$ cat src/rtl/mem_exec_unit_pkg.sv
// Shared types for the memory execution stage: micro-op layout, memory access
// kinds and the stage's FSM state encoding.
package mem_exec_unit_pkg;

  localparam int XLEN               = 32;
  localparam int PRF_INT_INDEX_SIZE = 6;
  localparam int IMM_WIDTH          = 12;

  typedef enum logic {
    MEM_LOAD,
    MEM_STORE
  } mem_type_t;

  typedef enum logic [1:0] {
    MEM_B,
    MEM_H,
    MEM_W
  } mem_size_t;

  typedef struct packed {
    logic                          valid;
    mem_type_t                     mem_type;
    mem_size_t                     mem_size;
    logic                          mem_unsigned;
    logic [IMM_WIDTH-1:0]          imm;
    logic [PRF_INT_INDEX_SIZE-1:0] rd_prf_int_index;
    logic                          rd_valid;
  } micro_op_t;

  typedef enum logic [1:0] {
    ST_IDLE,
    ST_REQ,
    ST_WAIT,
    ST_WB
  } exec_state_t;

  // The issue queue keys store ordering off this rather than decoding mem_type itself.
  function automatic logic is_store(input micro_op_t op);
    return op.valid && (op.mem_type == MEM_STORE);
  endfunction

endpackage

$ cat src/rtl/mem_exec_unit_align.sv
// Byte-lane steering for the data-cache port: store strobes/lane replication,
// load lane extraction with sign/zero extension, and alignment checking.
module mem_align_unit
  import mem_exec_unit_pkg::*;
(
  input  mem_size_t       mem_size_i,
  input  logic            mem_unsigned_i,
  input  logic [1:0]      addr_lo_i,
  input  logic [XLEN-1:0] store_data_i,
  input  logic [XLEN-1:0] load_word_i,
  output logic [3:0]      wstrb_o,
  output logic [XLEN-1:0] wdata_o,
  output logic [XLEN-1:0] load_data_o,
  output logic            misaligned_o
);

  logic [XLEN-1:0] laneShifted;
  logic [7:0]      loadByte;
  logic [15:0]     loadHalf;

  assign laneShifted = load_word_i >> {addr_lo_i, 3'b000};
  assign loadByte    = laneShifted[7:0];
  assign loadHalf    = laneShifted[15:0];

  // Store side: strobes and replicated data, plus natural-alignment check.
  always_comb begin
    wstrb_o      = 4'b0000;
    wdata_o      = '0;
    misaligned_o = 1'b0;
    case (mem_size_i)
      MEM_B: begin
        wstrb_o = 4'b0001 << addr_lo_i;
        wdata_o = {4{store_data_i[7:0]}};
      end
      MEM_H: begin
        wstrb_o      = 4'b0011 << {addr_lo_i[1], 1'b0};
        wdata_o      = {2{store_data_i[15:0]}};
        misaligned_o = addr_lo_i[0];
      end
      MEM_W: begin
        wstrb_o      = 4'b1111;
        wdata_o      = store_data_i;
        misaligned_o = |addr_lo_i;
      end
      default: begin
        wstrb_o      = 4'b0000;
        wdata_o      = '0;
        misaligned_o = 1'b0;
      end
    endcase
  end

  // Load side: a single right shift brings the addressed lane down to bit 0.
  always_comb begin
    load_data_o = '0;
    case (mem_size_i)
      MEM_B: load_data_o = mem_unsigned_i ? {{(XLEN-8){1'b0}}, loadByte}
                                          : {{(XLEN-8){loadByte[7]}}, loadByte};
      MEM_H: load_data_o = mem_unsigned_i ? {{(XLEN-16){1'b0}}, loadHalf}
                                          : {{(XLEN-16){loadHalf[15]}}, loadHalf};
      MEM_W: load_data_o = load_word_i;
      default: load_data_o = '0;
    endcase
  end

endmodule

$ cat src/rtl/mem_exec_unit.sv
// Single-issue load/store execute stage: address generation, one data-cache
// transaction per uop, then a one-cycle writeback and tag broadcast.
module mem_exec_unit
  import mem_exec_unit_pkg::*;
(
  input  logic                          clock,
  input  logic                          reset,
  input  logic                          uop_valid,
  input  micro_op_t                     uop,
  input  logic [XLEN-1:0]               rs1_data,
  input  logic [XLEN-1:0]               rs2_data,
  output logic                          ex_busy,
  output logic                          dc_req_valid,
  input  logic                          dc_req_ready,
  output logic [XLEN-1:0]               dc_req_addr,
  output logic                          dc_req_we,
  output logic [XLEN-1:0]               dc_req_wdata,
  output logic [3:0]                    dc_req_wstrb,
  input  logic                          dc_resp_valid,
  input  logic [XLEN-1:0]               dc_resp_rdata,
  output logic                          wb_valid,
  output logic [PRF_INT_INDEX_SIZE-1:0] wb_prf_int_index,
  output logic [XLEN-1:0]               wb_data,
  output logic                          wb_exception,
  output logic                          ctb_valid,
  output logic [PRF_INT_INDEX_SIZE-1:0] ctb_prf_int_index
);

  exec_state_t state_q, state_d;

  mem_type_t                     memType_q;
  mem_size_t                     memSize_q;
  logic                          memUnsigned_q;
  logic [PRF_INT_INDEX_SIZE-1:0] rdIndex_q;
  logic                          rdValid_q;
  logic [XLEN-1:0]               addr_q;
  logic [XLEN-1:0]               wdata_q;
  logic [3:0]                    wstrb_q;
  logic                          exception_q;
  logic [XLEN-1:0]               rdata_q;

  logic            accept;
  logic [XLEN-1:0] effAddr;
  mem_size_t       alignSize;
  logic            alignUnsigned;
  logic [1:0]      alignAddrLo;
  logic [3:0]      alignWstrb;
  logic [XLEN-1:0] alignWdata;
  logic [XLEN-1:0] alignLoadData;
  logic            alignMisaligned;

  assign accept  = (state_q == ST_IDLE) && uop_valid && uop.valid;
  assign effAddr = rs1_data + {{(XLEN-IMM_WIDTH){uop.imm[IMM_WIDTH-1]}}, uop.imm};

  // One aligner serves both ends: the incoming uop while idle, the latched uop afterwards.
  always_comb begin
    alignSize     = memSize_q;
    alignUnsigned = memUnsigned_q;
    alignAddrLo   = addr_q[1:0];
    if (state_q == ST_IDLE) begin
      alignSize     = uop.mem_size;
      alignUnsigned = uop.mem_unsigned;
      alignAddrLo   = effAddr[1:0];
    end
  end

  mem_align_unit alignUnit (
    .mem_size_i     (alignSize),
    .mem_unsigned_i (alignUnsigned),
    .addr_lo_i      (alignAddrLo),
    .store_data_i   (rs2_data),
    .load_word_i    (rdata_q),
    .wstrb_o        (alignWstrb),
    .wdata_o        (alignWdata),
    .load_data_o    (alignLoadData),
    .misaligned_o   (alignMisaligned)
  );

  always_ff @(posedge clock) begin
    if (reset) state_q <= ST_IDLE;
    else       state_q <= state_d;
  end

  always_comb begin
    state_d = state_q;
    case (state_q)
      ST_IDLE: if (accept) state_d = alignMisaligned ? ST_WB : ST_REQ;
      ST_REQ:  if (dc_req_ready) state_d = (memType_q == MEM_STORE) ? ST_WB : ST_WAIT;
      ST_WAIT: if (dc_resp_valid) state_d = ST_WB;
      ST_WB:   state_d = ST_IDLE;
      default: state_d = ST_IDLE;
    endcase
  end

  // Operand capture at accept; response data only while actually waiting for it.
  always_ff @(posedge clock) begin
    if (reset) begin
      memType_q     <= MEM_LOAD;
      memSize_q     <= MEM_B;
      memUnsigned_q <= 1'b0;
      rdIndex_q     <= '0;
      rdValid_q     <= 1'b0;
      addr_q        <= '0;
      wdata_q       <= '0;
      wstrb_q       <= '0;
      exception_q   <= 1'b0;
      rdata_q       <= '0;
    end else begin
      if (accept) begin
        memType_q     <= uop.mem_type;
        memSize_q     <= uop.mem_size;
        memUnsigned_q <= uop.mem_unsigned;
        rdIndex_q     <= uop.rd_prf_int_index;
        rdValid_q     <= uop.rd_valid;
        addr_q        <= effAddr;
        wdata_q       <= alignWdata;
        wstrb_q       <= alignWstrb;
        exception_q   <= alignMisaligned;
      end
      if ((state_q == ST_WAIT) && dc_resp_valid) rdata_q <= dc_resp_rdata;
    end
  end

  always_comb begin
    ex_busy           = (state_q != ST_IDLE);
    dc_req_valid      = 1'b0;
    dc_req_addr       = '0;
    dc_req_we         = 1'b0;
    dc_req_wdata      = '0;
    dc_req_wstrb      = 4'b0000;
    wb_valid          = 1'b0;
    wb_prf_int_index  = '0;
    wb_data           = '0;
    wb_exception      = 1'b0;
    ctb_valid         = 1'b0;
    ctb_prf_int_index = '0;
    case (state_q)
      ST_REQ: begin
        dc_req_valid = 1'b1;
        dc_req_addr  = {addr_q[XLEN-1:2], 2'b00};
        dc_req_we    = (memType_q == MEM_STORE);
        dc_req_wdata = wdata_q;
        dc_req_wstrb = wstrb_q;
      end
      ST_WB: begin
        wb_valid     = 1'b1;
        wb_exception = exception_q;
        if ((memType_q == MEM_LOAD) && !exception_q) begin
          wb_data           = alignLoadData;
          wb_prf_int_index  = rdIndex_q;
          ctb_valid         = rdValid_q && (rdIndex_q != '0);
          ctb_prf_int_index = rdIndex_q;
        end
      end
      default: ;
    endcase
  end

endmodule

$ cat config.mk
export PLATFORM = sky130hd
export DESIGN_NAME = mem_exec_unit
export DESIGN_NICKNAME = d
export VERILOG_FILES = /design/src/rtl/mem_exec_unit_pkg.sv /design/src/rtl/mem_exec_unit_align.sv /design/src/rtl/mem_exec_unit.sv
export SDC_FILE = /design/constraint.sdc
export NUM_CORES = 1
export LEC_CHECK = 0
export ABC_AREA = 1
export CORE_MARGIN = 4
export CORE_UTILIZATION = 50
export DETAILED_ROUTE_END_ITERATION = 8
export PLACE_DENSITY = 0.83
export RECOVER_POWER = 25
export SYNTH_ARGS = -nofsm -noshare
export SYNTH_HDL_FRONTEND = slang
export SYNTH_SLANG_ARGS = --single-unit
$ cat constraint.sdc
create_clock -name clock -period 4.45 [get_ports clock]
set_input_delay 0.89 -clock clock [delete_from_list [all_inputs] [get_ports clock]]
set_output_delay 0.89 -clock clock [all_outputs]
set_load 0.1 [all_outputs]
==> flow_summary.toml <==
[power_and_ir_drop]
comb_power_share = 0.480
pwr-share-seq = 0.250
worst_ir_drop_vdd_mv = 0.307
p_leak_uw = 0.00655
p_int_uw = 3020
switching_share = 0.436
p_sw_uw = 2330
clockPowerShare = 0.270
power.density_nw_per_um2 = 441

[status]
violations = "capacitance limit, slew limit"
outcome = "finished, violations left"

[critical_path]
cp-end-kind = "output port"
r2r-start = "state_q[0]"
crit_slowest_cell = "fa_2"
cp-startpoint = "uop[8]"
path_class = "in2out"
crit_chain = "clkdlybuf4s50_1 > inv_1 > fa_2 > nand2_2 > o21ai_4 > buf_12 > nand2_4 > inv_1 > nand2_1 > nand4_4 > buf_12 > a21oi_1 > buf_12"
start_kind = "input port"
path_delay_family = "buffers and inverters"
crit_buf_inv = 6
cpMostUsedCell = "buf_12"
cp.required_ns = 3.56
max_stage_delay_ns = 0.50
critPathMaxFanout = 8
arrival_ns = 3.46

[synth]
synth_cell_types = 49
async_reset_ff_frac = 0
synth_edf_count = 0
netlist.area_leader.share = 0.264
syn_area_sq_um = 8640
synth.area.top_cells = "dfxtp_1, nand2_1, inv_1"
synthCells = 1468
ys_seq_elements = 114
synth_sequential_area_ratio = 0.264
yosys_warnings = 0
yosys.area.top_type = "dfxtp_1"
dominantRegCellSynth = "dfxtp_1"
avgSynthCellArea_sq_um = 5.89

[floorplan]
rows = 47
ios = 243
die_w_microns = 139
die_y_microns = 139
dieArea_sq_um = 19500
initial_core_util = 0.516
core_sq_um = 16800

[placement]
io_buffers = 240
hpwl_mm = 22.4
place_area_sq_um = 11400
gp_congestion = 0.907

[global_routing]
grt_max_degree = 73
grt_antenna_before_repair = 0
grt_pass1_wl_mm = 47.1
grt_pass1_vias = 9204
grt.total_usage = 0.295
gr-total-overflow = 0

[clocking]
clockBufferDepth = 2
clk_pin_slew_ns = 0.05
clk_latency_ns = 0.42
cts_max_level = 4
cts_buffers = 17
cts.sinks = 114
cts_tree = "built"
root_buffer = "clkbuf_16"

[sta]
hold_viol = 0
maxSlewViolCount = 129
fmax_ghz = 0.230
min_period_ns = 4.35
grt_setup_unrepaired = "no"
slew_headroom = -0.580
tns_ns = 0
tightest_slew_ns = 2.37
skew_ns = 0.0111
fin_crit_sh = 0.979
finalSetupViolCount = 0

[hold_path]
worstHoldStart = "memSize_q[1]"
hp-class = "reg2reg"

[detailed_routing]
via_per_inst = 5.22
num_vias = 10000
wl_mm = 29.7
drtIter0Drc = 877
drc = 0
wl_per_cell_microns = 15.4
ant_nets = 0
firstDrtPassIters = 5

[final_layout]
fillers = 1438
antenna_cells = 0
drive_above_1_share = 0.127
final_nets = 1856
final_area_sq_um = 12100
area_delta_synth_final_pct = 40.4
final_core_util = 0.724

[job]
cap_violations = 2
## what timing repair did
item / 4_1_cts / 5_1_grt
gates resized for setup: 0 / 15
setup buffers: 0 / 3
hold buffers: 0 / 0
endpoints found under the setup margin: 0 / 24
## cells by family after synthesis
group | count (synthesis) | share of synthesized area
DFF | 114 | 0.264
AOI/OAI and AO/OA | 267 | 0.176
other | 1 | 0.000434
and+or+nand+nor | 678 | 0.323
adders and majority gates | 41 | 0.0602
buffers and inverters | 352 | 0.162
xor gates and xnor gates | 15 | 0.0152
## power groups by stage
stage	clock network, uW	logic, uW	registers, uW
floorplan	0	1760	1310
global placement	0	2390	1350
detailed placement	0	2430	1350
CTS	1460	2450	1330
global route	1520	2800	1360
finish	1450	2570	1340
## cell type report
type | count | area (sq um) | share of cell area
Sequential cell | 114 | 2280 | 0.188
Tap cell | 220 | 275 | 0.0227
Multi-Input combinational cell | 1003 | 5050 | 0.416
Inverter | 283 | 1060 | 0.0875
Clock buffer | 18 | 429 | 0.0354
Timing Repair Buffer | 271 | 2850 | 0.235
Clock inverter | 13 | 185 | 0.0153
## synth_stat cells (2+ instances only)
library cell	count
nand2_1	449
a22oi_1	5
xnor2_1	4
ha_1	40
nand3_1	67
o21ai_0	104
buf_4	8
or2_2	2
nand3_2	11
nand4_1	4
o22ai_1	7
o21bai_1	14
nor3_1	3
a32oi_1	4
xor2_1	11
a31oi_1	6
inv_2	4
o21ai_1	2
buf_1	4
clkbuf_1	46
o21a_1	15
nor2_1	129
a21oi_1	99
dfxtp_1	114
buf_6	5
buf_2	6
inv_1	278
o21ai_4	2
o211a_1	3
nand2_2	3
## worst min-delay path, cell delays in order (launching register included)
cell and delay, ns:
dfxtp_1 0.30, nand2_1 0.06, a21oi_1 0.05
## metal layers
layer	GRT usage	up-vias	wire length, microns	part of all wire
li1	-	4980	-	-
met1	0.369	4553	12400	0.42
met2	0.512	434	14300	0.48
met3	0.0525	66	2150	0.072
met4	0.0999	0	845	0.028
met5	0	-	0	0
## final timing paths
| path | slack (ns) | cells after the start | to |
|---|---|---|---|
| setup / recovery | 0.1 | 13 | wb_data[10] |
| hold / removal | 0.47 | 2 | memSize_q[1] |
| setup reg to reg | 0.45 | 8 | addr_q[0] |
| hold reg to reg | 0.47 | 2 | memSize_q[1] |
## stage by stage
stage	instances	worst slack, ns	hold WS [ns]	total power, uW
global placement	1886	0.0850	0.452	3740
finish	1922	0.0953	0.465	5350
detailed placement	1886	0.00781	0.456	3780
floorplan	1469	-0.401	0.442	3070
CTS	1917	0.0174	0.466	5230
global route	1922	0.00898	0.486	5680
## placed cells by master (no fill, tap or decap), drive strengths merged, types with 11 or more instances in the layout
cell,n
a21oi,99
buf,134
clkbuf,22
clkdlybuf4s50,130
dfxtp,114
ha,40
inv,285
nand2,453
nand3,78
nor2,131
o21a,15
o21ai,108
o21bai,14
xor2,11
## state kept, by name, indices dropped and copies added (netlist names)
register       cells
addr_q            32
rdata_q           32
wdata_q           32
rdIndex_q          6
wstrb_q            4
memSize_q          2
state_q            2
exception_q        1
memType_q          1
memUnsigned_q      1
rdValid_q          1
Power figures use the tool's default switching activity.
